$ cat src/rtl/async_fifo_rd_streamer_if.sv
// FIFO read port plus downstream valid/ready stream for the read-side streamer.
// Latency: none (signal bundle only).
// Backpressure: m_ready from the sink; rempty from the FIFO.
interface async_fifo_rd_streamer_if #(
    parameter int DSIZE = 8
);
    logic             rempty;
    logic [DSIZE-1:0] rdata;
    logic             rinc;
    logic [DSIZE-1:0] m_data;
    logic             m_valid;
    logic             m_ready;
`ifdef FIFO_RD_PARITY_EN
    logic             m_parity;
`endif

    // Streamer side: consumes the FIFO, sources the stream
    modport master (
        input  rempty,
        input  rdata,
        input  m_ready,
        output rinc,
        output m_data,
`ifdef FIFO_RD_PARITY_EN
        output m_parity,
`endif
        output m_valid
    );

    // FIFO / sink side
    modport slave (
        output rempty,
        output rdata,
        output m_ready,
        input  rinc,
        input  m_data,
`ifdef FIFO_RD_PARITY_EN
        input  m_parity,
`endif
        input  m_valid
    );
endinterface

$ cat src/rtl/async_fifo_rd_streamer.sv
// Pops bursts from an FWFT async FIFO read port into a 2-entry buffer feeding a valid/ready stream.
// Latency: word popped at edge N is on m_data with m_valid=1 right after edge N; 1 word/cycle sustained.
// Backpressure: pops stop once the buffer holds 2 words; rinc has no combinational path from m_ready.
// Optional feature macro: FIFO_RD_PARITY_EN adds m_parity (XOR of the stored word) to the stream.
module async_fifo_rd_streamer #(
    parameter int DSIZE   = 8,
    parameter int BURST_W = 8
) (
    input  logic                     rclk,
    input  logic                     rrst_n,
    input  logic                     start,
    input  logic [BURST_W-1:0]       burst_len,
    input  logic                     stop,
    output logic                     busy,
    output logic                     done,
    output logic [15:0]              pop_count,
    async_fifo_rd_streamer_if.master bus
);

    typedef enum logic [1:0] {
        IDLE  = 2'd0,
        RUN   = 2'd1,
        DRAIN = 2'd2,
        DONE  = 2'd3
    } state_t;

    // One buffer entry: the word plus, when enabled, its parity captured at pop time
    typedef struct packed {
`ifdef FIFO_RD_PARITY_EN
        logic             par;
`endif
        logic [DSIZE-1:0] data;
    } entry_t;

    state_t             state_q, state_d;
    logic [BURST_W-1:0] remaining_q, remaining_d;
    logic               fixed_q, fixed_d;
    logic [1:0]         occ_q, occ_d;
    entry_t             buf0_q, buf0_d;
    entry_t             buf1_q, buf1_d;
    logic [15:0]        pop_count_q, pop_count_d;

    logic               pop;
    logic               xfer;
    entry_t             new_entry;

    assign xfer = (occ_q != 2'd0) && bus.m_ready;

    // Entry built from the FIFO head word
    always_comb begin
        new_entry      = '0;
        new_entry.data = bus.rdata;
`ifdef FIFO_RD_PARITY_EN
        new_entry.par  = ^bus.rdata;
`endif
    end

    // State register
    always_ff @(posedge rclk or negedge rrst_n) begin
        if (!rrst_n) begin
            state_q <= IDLE;
        end else begin
            state_q <= state_d;
        end
    end

    // Next-state logic; a stop cycle or the final fixed-mode pop ends RUN
    always_comb begin
        state_d = state_q;
        case (state_q)
            IDLE: begin
                if (start) state_d = RUN;
            end
            RUN: begin
                if (stop) begin
                    state_d = DRAIN;
                end else if (fixed_q && pop && (remaining_q == BURST_W'(1))) begin
                    state_d = DRAIN;
                end
            end
            DRAIN: begin
                // Leave as soon as the buffer empties, including the accept of its last word
                if ((occ_q == 2'd0) || ((occ_q == 2'd1) && xfer)) state_d = DONE;
            end
            DONE: begin
                state_d = IDLE;
            end
            default: state_d = IDLE;
        endcase
    end

    // FSM outputs; pop depends only on state, FIFO flag, occupancy and stop
    always_comb begin
        pop  = (state_q == RUN) && !bus.rempty && (occ_q < 2'd2) && !stop;
        busy = (state_q != IDLE);
        done = (state_q == DONE);
    end

    // Burst bookkeeping, buffer update and pop counter
    always_comb begin
        remaining_d = remaining_q;
        fixed_d     = fixed_q;
        occ_d       = occ_q;
        buf0_d      = buf0_q;
        buf1_d      = buf1_q;
        pop_count_d = pop_count_q;

        if ((state_q == IDLE) && start) begin
            remaining_d = burst_len;
            fixed_d     = (burst_len != '0);
        end else if (pop && fixed_q) begin
            remaining_d = remaining_q - BURST_W'(1);
        end

        if (pop) pop_count_d = pop_count_q + 16'd1;

        case ({pop, xfer})
            2'b10: begin
                if (occ_q == 2'd0) buf0_d = new_entry;
                else               buf1_d = new_entry;
                occ_d = occ_q + 2'd1;
            end
            2'b01: begin
                buf0_d = buf1_q;
                occ_d  = occ_q - 2'd1;
            end
            2'b11: begin
                // pop needs occ<2 and xfer needs occ>0, so exactly one entry is being replaced
                buf0_d = new_entry;
            end
            default: ;
        endcase
    end

    // Datapath registers
    always_ff @(posedge rclk or negedge rrst_n) begin
        if (!rrst_n) begin
            remaining_q <= '0;
            fixed_q     <= 1'b0;
            occ_q       <= 2'd0;
            buf0_q      <= '0;
            buf1_q      <= '0;
            pop_count_q <= 16'd0;
        end else begin
            remaining_q <= remaining_d;
            fixed_q     <= fixed_d;
            occ_q       <= occ_d;
            buf0_q      <= buf0_d;
            buf1_q      <= buf1_d;
            pop_count_q <= pop_count_d;
        end
    end

    assign bus.rinc    = pop;
    assign bus.m_valid = (occ_q != 2'd0);
    assign bus.m_data  = buf0_q.data;
`ifdef FIFO_RD_PARITY_EN
    assign bus.m_parity = buf0_q.par;
`endif
    assign pop_count   = pop_count_q;

endmodule

$ cat src/flat_wrapper.sv
// flat-port wrapper written by rule: the top's interface ports become plain ports
module async_fifo_rd_streamer_flat 
#(
    parameter int DSIZE   = 8,
    parameter int BURST_W = 8
)
  (rclk, rrst_n, start, burst_len, stop, busy, done, pop_count, bus_rempty, bus_rdata, bus_m_ready, bus_rinc, bus_m_data, bus_m_valid);
  async_fifo_rd_streamer_if #(.DSIZE(DSIZE)) bus_i ();
  input  logic rclk;
  input  logic rrst_n;
  input  logic start;
  input  logic [BURST_W-1:0] burst_len;
  input  logic stop;
  output logic busy;
  output logic done;
  output logic [15:0] pop_count;
  input wire logic [$bits(bus_i.rempty)-1:0] bus_rempty;
  input wire logic [$bits(bus_i.rdata)-1:0] bus_rdata;
  input wire logic [$bits(bus_i.m_ready)-1:0] bus_m_ready;
  output wire logic [$bits(bus_i.rinc)-1:0] bus_rinc;
  output wire logic [$bits(bus_i.m_data)-1:0] bus_m_data;
  output wire logic [$bits(bus_i.m_valid)-1:0] bus_m_valid;
  assign bus_i.rempty = bus_rempty;
  assign bus_i.rdata = bus_rdata;
  assign bus_i.m_ready = bus_m_ready;
  assign bus_rinc = bus_i.rinc;
  assign bus_m_data = bus_i.m_data;
  assign bus_m_valid = bus_i.m_valid;
  async_fifo_rd_streamer #(.DSIZE(DSIZE), .BURST_W(BURST_W)) u_core (.rclk(rclk), .rrst_n(rrst_n), .start(start), .burst_len(burst_len), .stop(stop), .busy(busy), .done(done), .pop_count(pop_count), .bus(bus_i));
endmodule
$ cat config.mk
export PLATFORM = sky130hd
export DESIGN_NAME = async_fifo_rd_streamer_flat
export DESIGN_NICKNAME = d
export VERILOG_FILES = /design/src/rtl/async_fifo_rd_streamer_if.sv /design/src/rtl/async_fifo_rd_streamer.sv /design/src/flat_wrapper.sv
export SDC_FILE = /design/constraint.sdc
export NUM_CORES = 1
export LEC_CHECK = 0
export BUFFER_PORTS_ARGS = -buffer_cell sky130_fd_sc_hd__buf_2
export CORE_MARGIN = 2
export CORE_UTILIZATION = 50
export CTS_CLUSTER_SIZE = 10
export DETAILED_ROUTE_END_ITERATION = 7
export MAX_ROUTING_LAYER = met4
export PLACE_DENSITY_LB_ADDON = 0.1
export SETUP_SLACK_MARGIN = 0.05
export SYNTH_ARGS = -nofsm -noshare
export SYNTH_HDL_FRONTEND = slang
export SYNTH_SLANG_ARGS = --single-unit
$ cat constraint.sdc
create_clock -name rclk -period 4.75 [get_ports rclk]
set_input_delay 0.95 -clock rclk [delete_from_list [all_inputs] [get_ports rclk]]
set_output_delay 0.95 -clock rclk [all_outputs]
set_load 0.05 [all_outputs]
# Word-level counts from Yosys, hierarchy flattened

Index checks and enable logic that the tools add are counted.

Memory bits (writable): 0
Flip-flop bits (word level): 45
ROM bits: 0
Memories: 0
Latch bits: 0
Word-level logic and storage cells: 57

Shifts and indexed selects: 0
Add/sub/neg operators: 4
Div/mod/pow operators: 0
$lt $le $gt $ge: 1
Bitwise operators: 1
Reductions and logical operators: 22
$mul: 0
Equal/unequal tests: 12
Muxes and demuxes: 10

Operator list:

| kind                                                                    | number |
|---|---|
| 8-bit two-way mux                                                       | 3 |
| 8-bit one-hot mux with 3 select lines                                   | 1 |
| 16-bit by 1-bit adder with 16-bit output, second input constant         | 1 |
| 2-bit equality test, second input constant                              | 4 |
| 8-bit by 1-bit equality test with 1-bit output, second input constant   | 1 |
| 1-bit logical AND                                                       | 8 |
| 2-bit two-way mux                                                       | 4 |
| 2-bit one-hot mux with 4 select lines                                   | 1 |
| 2-bit nonzero test                                                      | 4 |
| 8-bit nonzero test                                                      | 1 |
| 8-bit by 1-bit subtractor with 8-bit output, second input constant      | 1 |
| 2-bit by 1-bit equality test with 1-bit output, second input constant   | 3 |
| 2-bit zero test                                                         | 2 |
| 2-bit by 1-bit inequality test with 1-bit output, second input constant | 2 |
| 2-bit one-hot mux with 2 select lines                                   | 1 |
| 2-bit AND reduction                                                     | 2 |
| 3-bit by 2-bit inequality test with 1-bit output, second input constant | 1 |
| 3-bit AND reduction                                                     | 1 |
| 3-bit nonzero test                                                      | 1 |
| 2-bit by 1-bit adder with 2-bit output, second input constant           | 1 |
| 1-bit zero test                                                         | 2 |
| 2-bit less-than comparator, second input constant                       | 1 |
| 2-bit inequality test, second input constant                            | 1 |
| 2-bit by 1-bit subtractor with 2-bit output, second input constant      | 1 |
| other kinds (2)                                                         | 2 |

# Logic depth before layout (Yosys ltp)

Gate-level depths: netlist (run 1).

Depth after elaboration: 9
Depth in mapped cells: 9

# Worst setup path before layout (run 1)

No wires, ideal clock.

Path type: input port to output port
Start point: input stop
End point: output bus_rinc
Buffers on the path: 1
Stages: 3
Path slack: 1.847 ns
Arrival time: 1.953 ns
Cells stage by stage: or4b_1 buf_6 clkinv_1

Word-level cells in the longest chain between the ends: 2

Ends and longest elaborated chain:

| item              | RTL line                     | text |
|---|---|---|
| from (decl)       | flat_wrapper.sv:13           | `input logic stop;` |
| 1-bit zero test   | async_fifo_rd_streamer.sv:94 | `pop = (state_q == RUN) && !bus.rempty && (occ_q < 2'd2) && !stop;` |
| 1-bit logical AND | async_fifo_rd_streamer.sv:94 |  |
| to (decl)         | flat_wrapper.sv:20           | `output wire logic [$bits(bus_i.rinc)-1:0] bus_rinc;` |

No other way between the ends.

# Final worst setup path (run 1)

Same ends and word-level chain as after synthesis.

==> results of run 1 <==
==> per-layer routing <==
metal | up-vias | wire length [um] | part of all wire [%]
li1 | 790 | - | -
met1 | 691 | 1960 | 50
met2 | 29 | 1740 | 45
met3 | 5 | 163 | 4.2
met4 | 0 | 38 | 0.98
met5 | - | 0 | 0
==> worst max-delay path, stage by stage <==
cell and delay, ps:
sky130_fd_sc_hd__buf_2 100, sky130_fd_sc_hd__or4b_1 790, sky130_fd_sc_hd__clkinv_1 300, sky130_fd_sc_hd__buf_2 310
==> registers in the layout, indices dropped and copies added, names as in the netlist <==
name,flops
u_core.buf1_q,8
u_core.bus.m_data,8
u_core.fixed_q,1
u_core.occ_q,2
u_core.pop_count,16
u_core.remaining_q,8
u_core.state_q,2
==> placed cells by master (no fill, tap or decap), types with 5 or more instances in the layout <==
| master | n |
|---|---|
| sky130_fd_sc_hd__a21oi_1 | 9 |
| sky130_fd_sc_hd__dfrtp_1 | 45 |
| sky130_fd_sc_hd__nand4_1 | 8 |
| sky130_fd_sc_hd__inv_1 | 10 |
| sky130_fd_sc_hd__xnor2_1 | 19 |
| sky130_fd_sc_hd__mux2_2 | 9 |
| sky130_fd_sc_hd__o21ai_0 | 9 |
| sky130_fd_sc_hd__nand2_1 | 23 |
| sky130_fd_sc_hd__nor2_1 | 9 |
| sky130_fd_sc_hd__buf_2 | 49 |
| sky130_fd_sc_hd__ha_1 | 12 |
| sky130_fd_sc_hd__xor2_1 | 5 |
| sky130_fd_sc_hd__clkbuf_8 | 6 |
| sky130_fd_sc_hd__mux2i_1 | 10 |
==> Yosys cell counts <==
library cell / count / area (sq um)
sky130_fd_sc_hd__nor2_1: 9 / 33.8
sky130_fd_sc_hd__buf_6: 1 / 11.3
sky130_fd_sc_hd__mux2_2: 9 / 101
sky130_fd_sc_hd__nand4_1: 8 / 50.1
sky130_fd_sc_hd__or4b_1: 1 / 10.0
sky130_fd_sc_hd__nand3b_1: 1 / 7.51
sky130_fd_sc_hd__clkbuf_1: 2 / 7.51
sky130_fd_sc_hd__and4_1: 2 / 17.5
sky130_fd_sc_hd__or3b_2: 1 / 8.76
sky130_fd_sc_hd__and3_1: 2 / 12.5
sky130_fd_sc_hd__mux2i_1: 10 / 100
sky130_fd_sc_hd__nand2b_1: 1 / 6.26
sky130_fd_sc_hd__nor4_4: 1 / 21.3
sky130_fd_sc_hd__xor2_1: 5 / 43.8
sky130_fd_sc_hd__nor3_4: 1 / 16.3
sky130_fd_sc_hd__nor4b_2: 1 / 15.0
sky130_fd_sc_hd__a21o_1: 1 / 7.51
sky130_fd_sc_hd__xnor2_1: 19 / 166
sky130_fd_sc_hd__dfrtp_1: 45 / 1130
sky130_fd_sc_hd__or4_1: 1 / 7.51
sky130_fd_sc_hd__a21oi_1: 9 / 45.0
sky130_fd_sc_hd__o221ai_2: 1 / 15.0
sky130_fd_sc_hd__clkinv_1: 1 / 3.75
sky130_fd_sc_hd__inv_1: 10 / 37.5
sky130_fd_sc_hd__nor3_1: 1 / 5.00
sky130_fd_sc_hd__o21ai_0: 9 / 45.0
sky130_fd_sc_hd__ha_1: 12 / 150
sky130_fd_sc_hd__nor3_2: 1 / 10.0
sky130_fd_sc_hd__buf_2: 1 / 5.00
sky130_fd_sc_hd__mux2_4: 1 / 15.0
sky130_fd_sc_hd__nand2_1: 23 / 86.3
sky130_fd_sc_hd__nor4_1: 4 / 25.0
sky130_fd_sc_hd__nand3_1: 4 / 20.0
==> area by class of cell <==
class	count	area [sq um]	share of cell area, %
multi-input cells	138	1040	39.5
flip-flops and latches	45	1130	42.7
clock inverters	2	37.5	1.42
inverters	11	41.3	1.56
well taps	52	65.1	2.46
repair buffers	49	245	9.29
clock buffers	6	82.6	3.13
==> worst paths after layout <==
path	start	to	depth (start not counted)
hold reg to reg	u_core.pop_count[15]	u_core.pop_count[15]	1
hold / removal	u_core.pop_count[15]	u_core.pop_count[15]	1
max in group asynchronous	rrst_n	u_core.occ_q[1]	1
min in group asynchronous	rrst_n	u_core.fixed_q	1
setup reg to reg	u_core.state_q[1]	u_core.bus.m_data[5]	6
setup / recovery	stop	bus_rinc	4
==> cell families (layout without fill, tap and decap cells) <==
group / Yosys count / count (layout) / share of synthesized area [%]
buf+inv: 15 / 68 / 2.91
simple gates: 62 / 62 / 15.8
flops: 45 / 45 / 50.4
mux: 20 / 20 / 9.69
xor+xnor: 24 / 24 / 9.41
fa+ha+maj: 12 / 12 / 6.72
compound gates: 20 / 20 / 5.04
==> metrics by stage <==
| step | std cells | worst slack [ps] | power [mW] |
|---|---|---|---|
| finish | 303 | 1350 | 1.58 |
| global route | 303 | 1260 | 1.70 |
| CTS | 303 | 1340 | 1.60 |
| detailed placement | 295 | 1340 | 1.30 |
| global placement | 295 | 1360 | 1.29 |
| floorplan | 198 | 1850 | 1.15 |
==> where the power goes <==
group / switching [mW] / total (mW) / internal, mW / leakage (nW)
sequential: 0.107 / 0.623 / 0.516 / 0.570
combinational: 0.422 / 0.660 / 0.239 / 0.680
clock: 0.127 / 0.298 / 0.171 / 0.0574
total: 0.656 / 1.58 / 0.925 / 1.31
==> parameters.txt, run 1 <==
Parameter                              Value

Placed design
  Count of port buffers added during placement    49
  Post-DP HPWL    2.84 mm
  GP Congestion    0.722
  Placed Instance Area    2520 sq um

Setup path
  Classification of the worst setup path    input port to output port
  Register-to-register setup slack    1900 ps
  Top fanout value on the critical path    11
  Category of the worst setup path launch point    input port
  Kind of end point of the critical path    output port
  Data required time of the worst path    3800 ps
  Arrival @ worst endpoint    2450 ps

Pwr
  Leakage power    1.31 nW
  Pwr dens    599 nW/um^2
  Worst vdd rail ir drop    0.423 mV

STA
  Pins Over Slew Limit    0
  Hold slack final    464 ps
  Number of hold violations in the final report    0
  Slew at the pin closest to its max-slew limit    971 ps
  Setup violators final    0
  RSZ-0062 raised after global routing    false
  Max-Slew Margin vs Limit    35.3%
  Setup TNS    0 ps
  Final Critical Period    3400 ps
  Clock skew    7.49 ps
  Highest clock rate    294 MHz
  Share of the cycle needed by the critical path after routing    71.7%

Routing
  Number of nets still failing antenna checks after routing    0
  WL final    3.90 mm
  Via count normalized by instance count    5.00
  Via Count    1515
  1st-iter DRT viols    57
  First-pass detailed-route iteration total    2
  DR DRC count    0
  Drt wl/cell    12.9 um

Clocking
  Inserted Clock Buffers    5
  Post-CTS setup repair buffer count    0
  CTS max path bufs    2
  Hold-fix buffers, CTS    0
  Clock-pin slew reported for the worst setup and hold paths after clock tree synthesis    80 ps
  Number of cells upsized or downsized after cts    0
  Root buffer cell    sky130_fd_sc_hd__clkbuf_8
  Clock tree from TritonCTS    yes
  Clock latency of the later-clocked register in the worst-skew pair    290 ps
  TritonCTS Sinks    45
  Total number of H-tree levels    2

Cells and area
  Proportion of layout cells with a drive suffix above 1    29.1%
  Design Area, Final    2640 sq um
  Synth-to-Final Area Change    18.2%
  Antenna cell count    0
  Fill cell instance count of the final layout    371
  Final design utilization    61.1%
  Final net count    284

Run status
  Result of the run    complete, no violations

Yosys
  Synthesized net count    232
  Total of flip-flops plus latches after synthesis    45
  Post-Synthesis Cell Area    2230 sq um
  Sequential element share of the synthesized area    50.4%
  Mean cell area of the mapped netlist    11.3 sq um
  Yosys warns    0
  Gate Count Post-Synth    198
  Distinct cell type count after synthesis    33

Global route
  Via count of the first global-routing pass    1567
  GR peak layer    met2
  Met2 global-route usage    28.3%
  Number of antenna violations at the first check in global routing    0
  Global-route met3 utilization    3.99%
  Met1 usage in global routing    22.4%
  Global-route wire length before repair    6.88 mm
  GRT Util Overall    17.6%
  Pin count of the biggest net entering global routing    46
  Overflow after GRT    0

Flow run
  Number of maximum-capacitance constraint violations    0

Floorplan
  Die ar.    5020 sq um
  X dimension of the die    70.8 um
  CORE AREA    4320 sq um
  Die outline height    70.8 um
  Number of standard-cell rows in the floorplan    24
  Effective utilization at floorplan    51.6%
  # IOs    50

Min path
  Worst hold path class    flip-flop to flip-flop
(Power assumes the default switching activity.)
==> run 2, diff against run 1 <==
==> constraint.sdc (replaced) <==
create_clock -name rclk -period 3.4 [get_ports rclk]
set_input_delay 0.68 -clock rclk [delete_from_list [all_inputs] [get_ports rclk]]
set_output_delay 0.68 -clock rclk [all_outputs]
set_load 0.05 [all_outputs]
==> run 2 against run 1 <==
Effect of this change: worst hold slack better by 2.2 ps; count of clock-buffer cells in the layout down 1; first-iteration DRC count up 61%; critical path depth up 2; register-to-register slack worse by 1100 ps; power up 36%; sequential share of layout area up 0.31 points; utilization down 0.43 points; routed wire length up 4.4%; largest cell class unchanged; largest power group unchanged; highest routed layer unchanged.
==> parameters.txt, run 2 (synthesized netlist as in run 1, its figures left out) <==
Parameter                              Value

Run status
  Result of the run    complete, no violations

Pwr
  Worst vdd rail ir drop    0.513 mV (+21%)
  Leakage power    1.30 nW (-0.65%)
  Pwr dens    819 nW/um^2 (+37%)
  Overall power consumption    2.15 mW (+36%)

Global route
  Overflow after GRT    0 (unchanged)
  Number of antenna violations at the first check in global routing    0 (unchanged)
  Via count of the first global-routing pass    1508 (-3.8%)
  Pin count of the biggest net entering global routing    46 (unchanged)
  GRT Util Overall    18.2% (+0.58 points)
  Global-route wire length before repair    7.14 mm (+3.8%)

Routing
  DR DRC count    0 (unchanged)
  Number of nets still failing antenna checks after routing    0 (unchanged)
  1st-iter DRT viols    92 (+61%)
  WL final    4.07 mm (+4.4%)
  Via count normalized by instance count    5.18 (+3.6%)
  Via Count    1575 (+4.0%)
  First-pass detailed-route iteration total    4 (+2)
  Drt wl/cell    13.4 um (+4.1%)

STA
  Pins Over Slew Limit    0 (unchanged)
  Setup TNS    0 ps (unchanged)
  Highest clock rate    356 MHz
  Hold slack final    466 ps (+2.19 ps)
  RSZ-0062 raised after global routing    false
  Max-Slew Margin vs Limit    32.4% (-2.9 points)
  Clock skew    11.0 ps (+3.50 ps)
  Share of the cycle needed by the critical path after routing    82.6%
  Final Critical Period    2810 ps
  Setup violators final    0 (unchanged)
  Number of hold violations in the final report    0 (unchanged)
  Slew at the pin closest to its max-slew limit    1010 ps (+43.2 ps)

Floorplan
  Effective utilization at floorplan    51.6% (unchanged)
  CORE AREA    4320 sq um (unchanged)
  Die ar.    5020 sq um (unchanged)
  X dimension of the die    70.8 um (unchanged)
  Die outline height    70.8 um (unchanged)
  Number of standard-cell rows in the floorplan    24 (unchanged)
  # IOs    50 (unchanged)

Clocking
  Number of cells upsized or downsized after cts    0 (unchanged)
  Clock-pin slew reported for the worst setup and hold paths after clock tree synthesis    100 ps (+20 ps)
  Clock latency of the later-clocked register in the worst-skew pair    300 ps (about the same)
  Root buffer cell    sky130_fd_sc_hd__clkbuf_8
  CTS max path bufs    2 (unchanged)
  Post-CTS setup repair buffer count    0 (unchanged)
  TritonCTS Sinks    45 (unchanged)
  Inserted Clock Buffers    5 (unchanged)
  Hold-fix buffers, CTS    0 (unchanged)
  Total number of H-tree levels    2 (unchanged)
  Clock tree from TritonCTS    yes

Cells and area
  Proportion of layout cells with a drive suffix above 1    29.4% (+0.28 points)
  Number of flip-flops under the largest register name    16 (unchanged)
  Antenna cell count    0 (unchanged)
  Final design utilization    60.6% (-0.43 points)
  Commonest cells after routing, fill and taps aside    49 x sky130_fd_sc_hd__buf_2, 45 x sky130_fd_sc_hd__dfrtp_1, 23 x sky130_fd_sc_hd__nand2_1
  Synth-to-Final Area Change    17.4%
  Final net count    285 (+0.35%)
  Most common cell after layout, fill and taps aside    sky130_fd_sc_hd__buf_2

Setup path
  Startpoint of the worst register-to-register path    u_core.state_q[1]
  Critical path launch point    u_core.state_q[1]
  Kind of end point of the critical path    output port
  Register-to-register setup slack    800 ps (-1100 ps)
  Classification of the worst setup path    flip-flop to output port
  Worst reg2reg path depth    7 (+1)
  Category of the worst setup path launch point    flip-flop
  Arrival @ worst endpoint    2130 ps (-320 ps)
  Top fanout value on the critical path    11 (unchanged)
  Data required time of the worst path    2720 ps (-1080 ps)
  Critical register-to-register path endpoint    u_core.bus.m_data[5]

Placed design
  Post-DP HPWL    2.95 mm (+3.9%)
  GP Congestion    0.779 (+7.9%)
  Count of port buffers added during placement    49 (unchanged)

Min path
  Endpoint of the worst hold-timing path    u_core.pop_count[15]
  Worst hold path class    flip-flop to flip-flop
  Hold Crit Start    u_core.pop_count[15]
  Hold path cells    1 (unchanged)

Flow run
  Number of maximum-capacitance constraint violations    0 (unchanged)
-- run 2: cell count changes in the layout (fill, tap and decap cells not counted), sizes merged --
| cell | before | now |
|---|---|---|
| buf | 49 | 50 |
| bufinv | 1 | 0 |
| clkbuf | 6 | 5 |
| clkinv | 1 | 2 |
| inv | 10 | 11 |
-- run 2: layer usage --
| layer | part of all wire [%] | track usage [%] |
|---|---|---|
| met1 | 50 | 25.2 |
| met2 | 45 | 27.0 |
| met3 | 4.5 | 4.27 |
| met4 | 0.71 | 5.03 |
| met5 | 0 | - |
-- run 2: how the worst max path moves through the flow --
stage                                       to  slack [ps]  cells past startpoint
after detailed placement  u_core.bus.m_data[5]         710                      6
after floorplan               u_core.buf1_q[0]         900                      6
after global routing      u_core.bus.m_data[6]         410                      7
final                                 bus_rinc         590                      6
after CTS                             bus_rinc         580                      6
after global placement                bus_rinc         720                      5
-- run 2: final cells by class --
cell class,instances,area (sq um)
Clock buffer,5,68.8
Clock inverter,3,25.0
Fill cell,373,1700
Inverter,11,41.3
Multi-Input combinational cell,138,1040
Sequential cell,45,1130
Tap cell,52,65.1
Timing Repair Buffer,50,253
-- run 2: power breakdown --
group | switching [mW] | leakage [nW] | internal, mW
combinational | 0.597 | 0.685 | 0.335
sequential | 0.152 | 0.570 | 0.721
clock | 0.193 | 0.0447 | 0.149
total | 0.942 | 1.30 | 1.20
-- run 2: critical path, stage by stage, from the launching register on --
cell,delay (ps)
sky130_fd_sc_hd__dfrtp_1,410
sky130_fd_sc_hd__inv_1,110
sky130_fd_sc_hd__ha_1,170
sky130_fd_sc_hd__or4b_1,430
sky130_fd_sc_hd__buf_4,200
sky130_fd_sc_hd__clkinv_1,200
sky130_fd_sc_hd__buf_2,310
-- run 2: through the flow --
stage | instance area (sq um) | cells | setup slack (ps)
after CTS | 2620 | 304 | 576
final | 2620 | 304 | 593
after global placement | 2530 | 296 | 720
after floorplan | 2230 | 198 | 900
after detailed placement | 2530 | 296 | 710
after global routing | 2620 | 304 | 414
==> run 3, diff against run 2 <==
--- a/config.mk
+++ b/config.mk
@@ -7,7 +7,7 @@
 export LEC_CHECK = 0
 export BUFFER_PORTS_ARGS = -buffer_cell sky130_fd_sc_hd__buf_2
 export CORE_MARGIN = 2
-export CORE_UTILIZATION = 50
+export CORE_UTILIZATION = 48
 export CTS_CLUSTER_SIZE = 10
 export DETAILED_ROUTE_END_ITERATION = 7
 export MAX_ROUTING_LAYER = met4
==> constraint.sdc (replaced) <==
create_clock -name rclk -period 2.5 [get_ports rclk]
set_input_delay 0.5 -clock rclk [delete_from_list [all_inputs] [get_ports rclk]]
set_output_delay 0.5 -clock rclk [all_outputs]
set_load 0.05 [all_outputs]
==> run 3 against run 2 <==
Effect of this change: die area rose by 3.9%; power rose by 36%; first-iteration DRC count fell by 26%; largest power group unchanged; critical path type unchanged; final cell count rose by 0.66%; clock skew fell by 3.2 ps; sequential power rose by 37%.
==> parameters.txt, run 3 (synthesized netlist as in run 1, its figures left out) <==
Parameter                              Value

Cells and area
  Design Area, Final    2650 sq um (+0.91%)
  Fill cell instance count of the final layout    376 (+0.80%)
  Final net count    287 (+0.70%)
  Antenna cell count    0 (unchanged)
  Proportion of layout cells with a drive suffix above 1    30.7% (+1.3 points)
  Most common cell after layout, fill and taps aside    sky130_fd_sc_hd__buf_2
  Number of flip-flops under the largest register name    16 (unchanged)
  Sequential cell area    1130 sq um (unchanged)
  Synth-to-Final Area Change    18.4%
  Commonest cells after routing, fill and taps aside    48 x sky130_fd_sc_hd__buf_2, 45 x sky130_fd_sc_hd__dfrtp_1, 23 x sky130_fd_sc_hd__nand2_1
  Multi-input gate area    1050 sq um (+0.36%)

Routing
  First-pass detailed-route iteration total    4 (unchanged)
  Via Count    1553 (-1.4%)
  1st-iter DRT viols    68 (-26%)
  Via count normalized by instance count    5.08 (-2.0%)
  WL final    4.13 mm (+1.6%)
  Number of nets still failing antenna checks after routing    0 (unchanged)
  DR DRC count    0 (unchanged)
  Drt wl/cell    13.5 um (+0.93%)

STA
  Final Critical Period    2320 ps
  Slew at the pin closest to its max-slew limit    910 ps (-104 ps)
  Setup violators final    0 (unchanged)
  Clock skew    7.83 ps (-3.17 ps)
  Max-Slew Margin vs Limit    39.3% (+6.9 points)
  Setup TNS    0 ps (unchanged)
  Share of the cycle needed by the critical path after routing    93.0%
  Number of hold violations in the final report    0 (unchanged)
  RSZ-0062 raised after global routing    false
  Pins Over Slew Limit    0 (unchanged)
  Highest clock rate    430 MHz

Pwr
  Switching share of power    43.9% (about the same)
  Overall power consumption    2.92 mW (+36%)
  Sequential power share    40.9% (+0.2 points)
  Switching Power    1.28 mW (+36%)
  Worst vdd rail ir drop    0.682 mV (+33%)
  Pwr dens    1100 nW/um^2 (+35%)
  Relative contribution of the clock network to total power    15.6% (-0.3 points)
  Leakage power    1.31 nW (+0.65%)
  Internal power    1.64 mW (+36%)
  Relative contribution of combinational cells to total power    43.5% (about the same)

Placed design
  Post-DP HPWL    3.03 mm (+2.7%)
  Placed Instance Area    2540 sq um (+0.64%)
  GP Congestion    0.820 (+5.3%)
  Count of port buffers added during placement    49 (unchanged)

Run status
  Result of the run    complete, no violations

Clocking
  Total number of H-tree levels    2 (unchanged)
  Clock tree from TritonCTS    yes
  Hold-fix buffers, CTS    0 (unchanged)
  Inserted Clock Buffers    5 (unchanged)
  Clock latency of the later-clocked register in the worst-skew pair    310 ps (about the same)
  Clock-pin slew reported for the worst setup and hold paths after clock tree synthesis    90 ps (about the same)
  TritonCTS Sinks    45 (unchanged)
  CTS max path bufs    2 (unchanged)
  Root buffer cell    sky130_fd_sc_hd__clkbuf_8

Setup path
  Top fanout value on the critical path    8 (-3)
  Arrival @ worst endpoint    1820 ps (-310 ps)
  Classification of the worst setup path    flip-flop to output port
  Kind of end point of the critical path    output port
  Category of the worst setup path launch point    flip-flop
  Data required time of the worst path    2000 ps (-720 ps)

Global route
  Pin count of the biggest net entering global routing    46 (unchanged)
  Overflow after GRT    0 (unchanged)
  Global-route wire length before repair    7.28 mm (+1.9%)
  Number of antenna violations at the first check in global routing    0 (unchanged)
  Via count of the first global-routing pass    1568 (+4.0%)
  GRT Util Overall    18.6% (+0.47 points)

Floorplan
  Effective utilization at floorplan    50.6% (-1.1 points)
  X dimension of the die    72.2 um (+1.9%)
  Die outline height    72.2 um (+1.9%)
  # IOs    50 (unchanged)
  Die ar.    5210 sq um (+3.9%)
  Number of standard-cell rows in the floorplan    24 (unchanged)
  CORE AREA    4410 sq um (+2.1%)

Min path
  Worst hold path class    input port to asynchronous set/reset pin

Flow run
  Number of maximum-capacitance constraint violations    0 (unchanged)
## run 3: cell types whose count changed in the layout (fill, tap and decap cells not counted)
cell	delta
sky130_fd_sc_hd__clkinv_1	-1
sky130_fd_sc_hd__or4b_4	+1
sky130_fd_sc_hd__buf_4	+2
sky130_fd_sc_hd__clkinvlp_4	+2
sky130_fd_sc_hd__buf_6	+1
sky130_fd_sc_hd__inv_6	-1
sky130_fd_sc_hd__clkinv_2	+1
sky130_fd_sc_hd__or4b_1	-1
sky130_fd_sc_hd__buf_2	-1
sky130_fd_sc_hd__clkinv_4	-1
## run 3: critical path: stages (launching register included)
cell and delay [ps]:
sky130_fd_sc_hd__dfrtp_1 420, sky130_fd_sc_hd__inv_1 110, sky130_fd_sc_hd__ha_1 170, sky130_fd_sc_hd__or4b_4 510, sky130_fd_sc_hd__clkinv_2 140, sky130_fd_sc_hd__buf_6 170
## run 3: worst paths after layout
kind | depth (start not counted) | slack (ps) | from | end
setup / recovery | 5 | 180 | u_core.state_q[1] | bus_rinc
hold / removal | 2 | 270 | rrst_n | u_core.remaining_q[6]
setup reg to reg | 7 | 290 | u_core.state_q[1] | u_core.buf1_q[3]
hold reg to reg | 1 | 480 | u_core.pop_count[15] | u_core.pop_count[15]
max in group asynchronous | 2 | 1860 | rrst_n | u_core.bus.m_data[2]
min in group rclk | 2 | 430 | bus_rdata[4] | u_core.buf1_q[4]
## run 3: layout make-up
class                   instances  share of cell area [%]
clock inverters                 3                   0.851
flip-flops and latches         45                    42.6
clock buffers                   5                    2.60
multi-input cells             138                    39.5
well taps                      52                    2.46
inverters                      11                    1.61
repair buffers                 52                    10.4
## run 3: timing repair
action | CTS | global route
endpoints found under the hold margin | 0 | 0
gates resized for setup | 2 | 1
setup endpoints to repair | 1 | 1
gates cloned | 0 | 0
buffers inserted | 0 | 0
## run 3: routing by layer
metal / GRT usage (%) / up-vias / part of all wire (%)
met1: 25.1 / 724 / 50
met4: 5.66 / 0 / 1.5
met2: 27.3 / 33 / 44
met3: 5.56 / 7 / 5.0
met5: - / - / 0
li1: - / 789 / -
## run 3: power groups by stage
stage	registers (mW)	logic [mW]	clock network, mW
floorplan	1.43	0.751	0
global placement	1.20	1.26	0
detailed placement	1.20	1.29	0
CTS	1.19	1.29	0.475
global route	1.24	1.41	0.502
finish	1.20	1.27	0.456
## run 3: stage by stage
step,instances,setup WS (ps),hold slack (ps),util (%)
global route,306,83.3,316,59.9
CTS,306,117,283,59.8
global placement,298,213,470,57.6
floorplan,198,264,204,-
detailed placement,298,162,466,57.6
finish,306,176,266,59.9
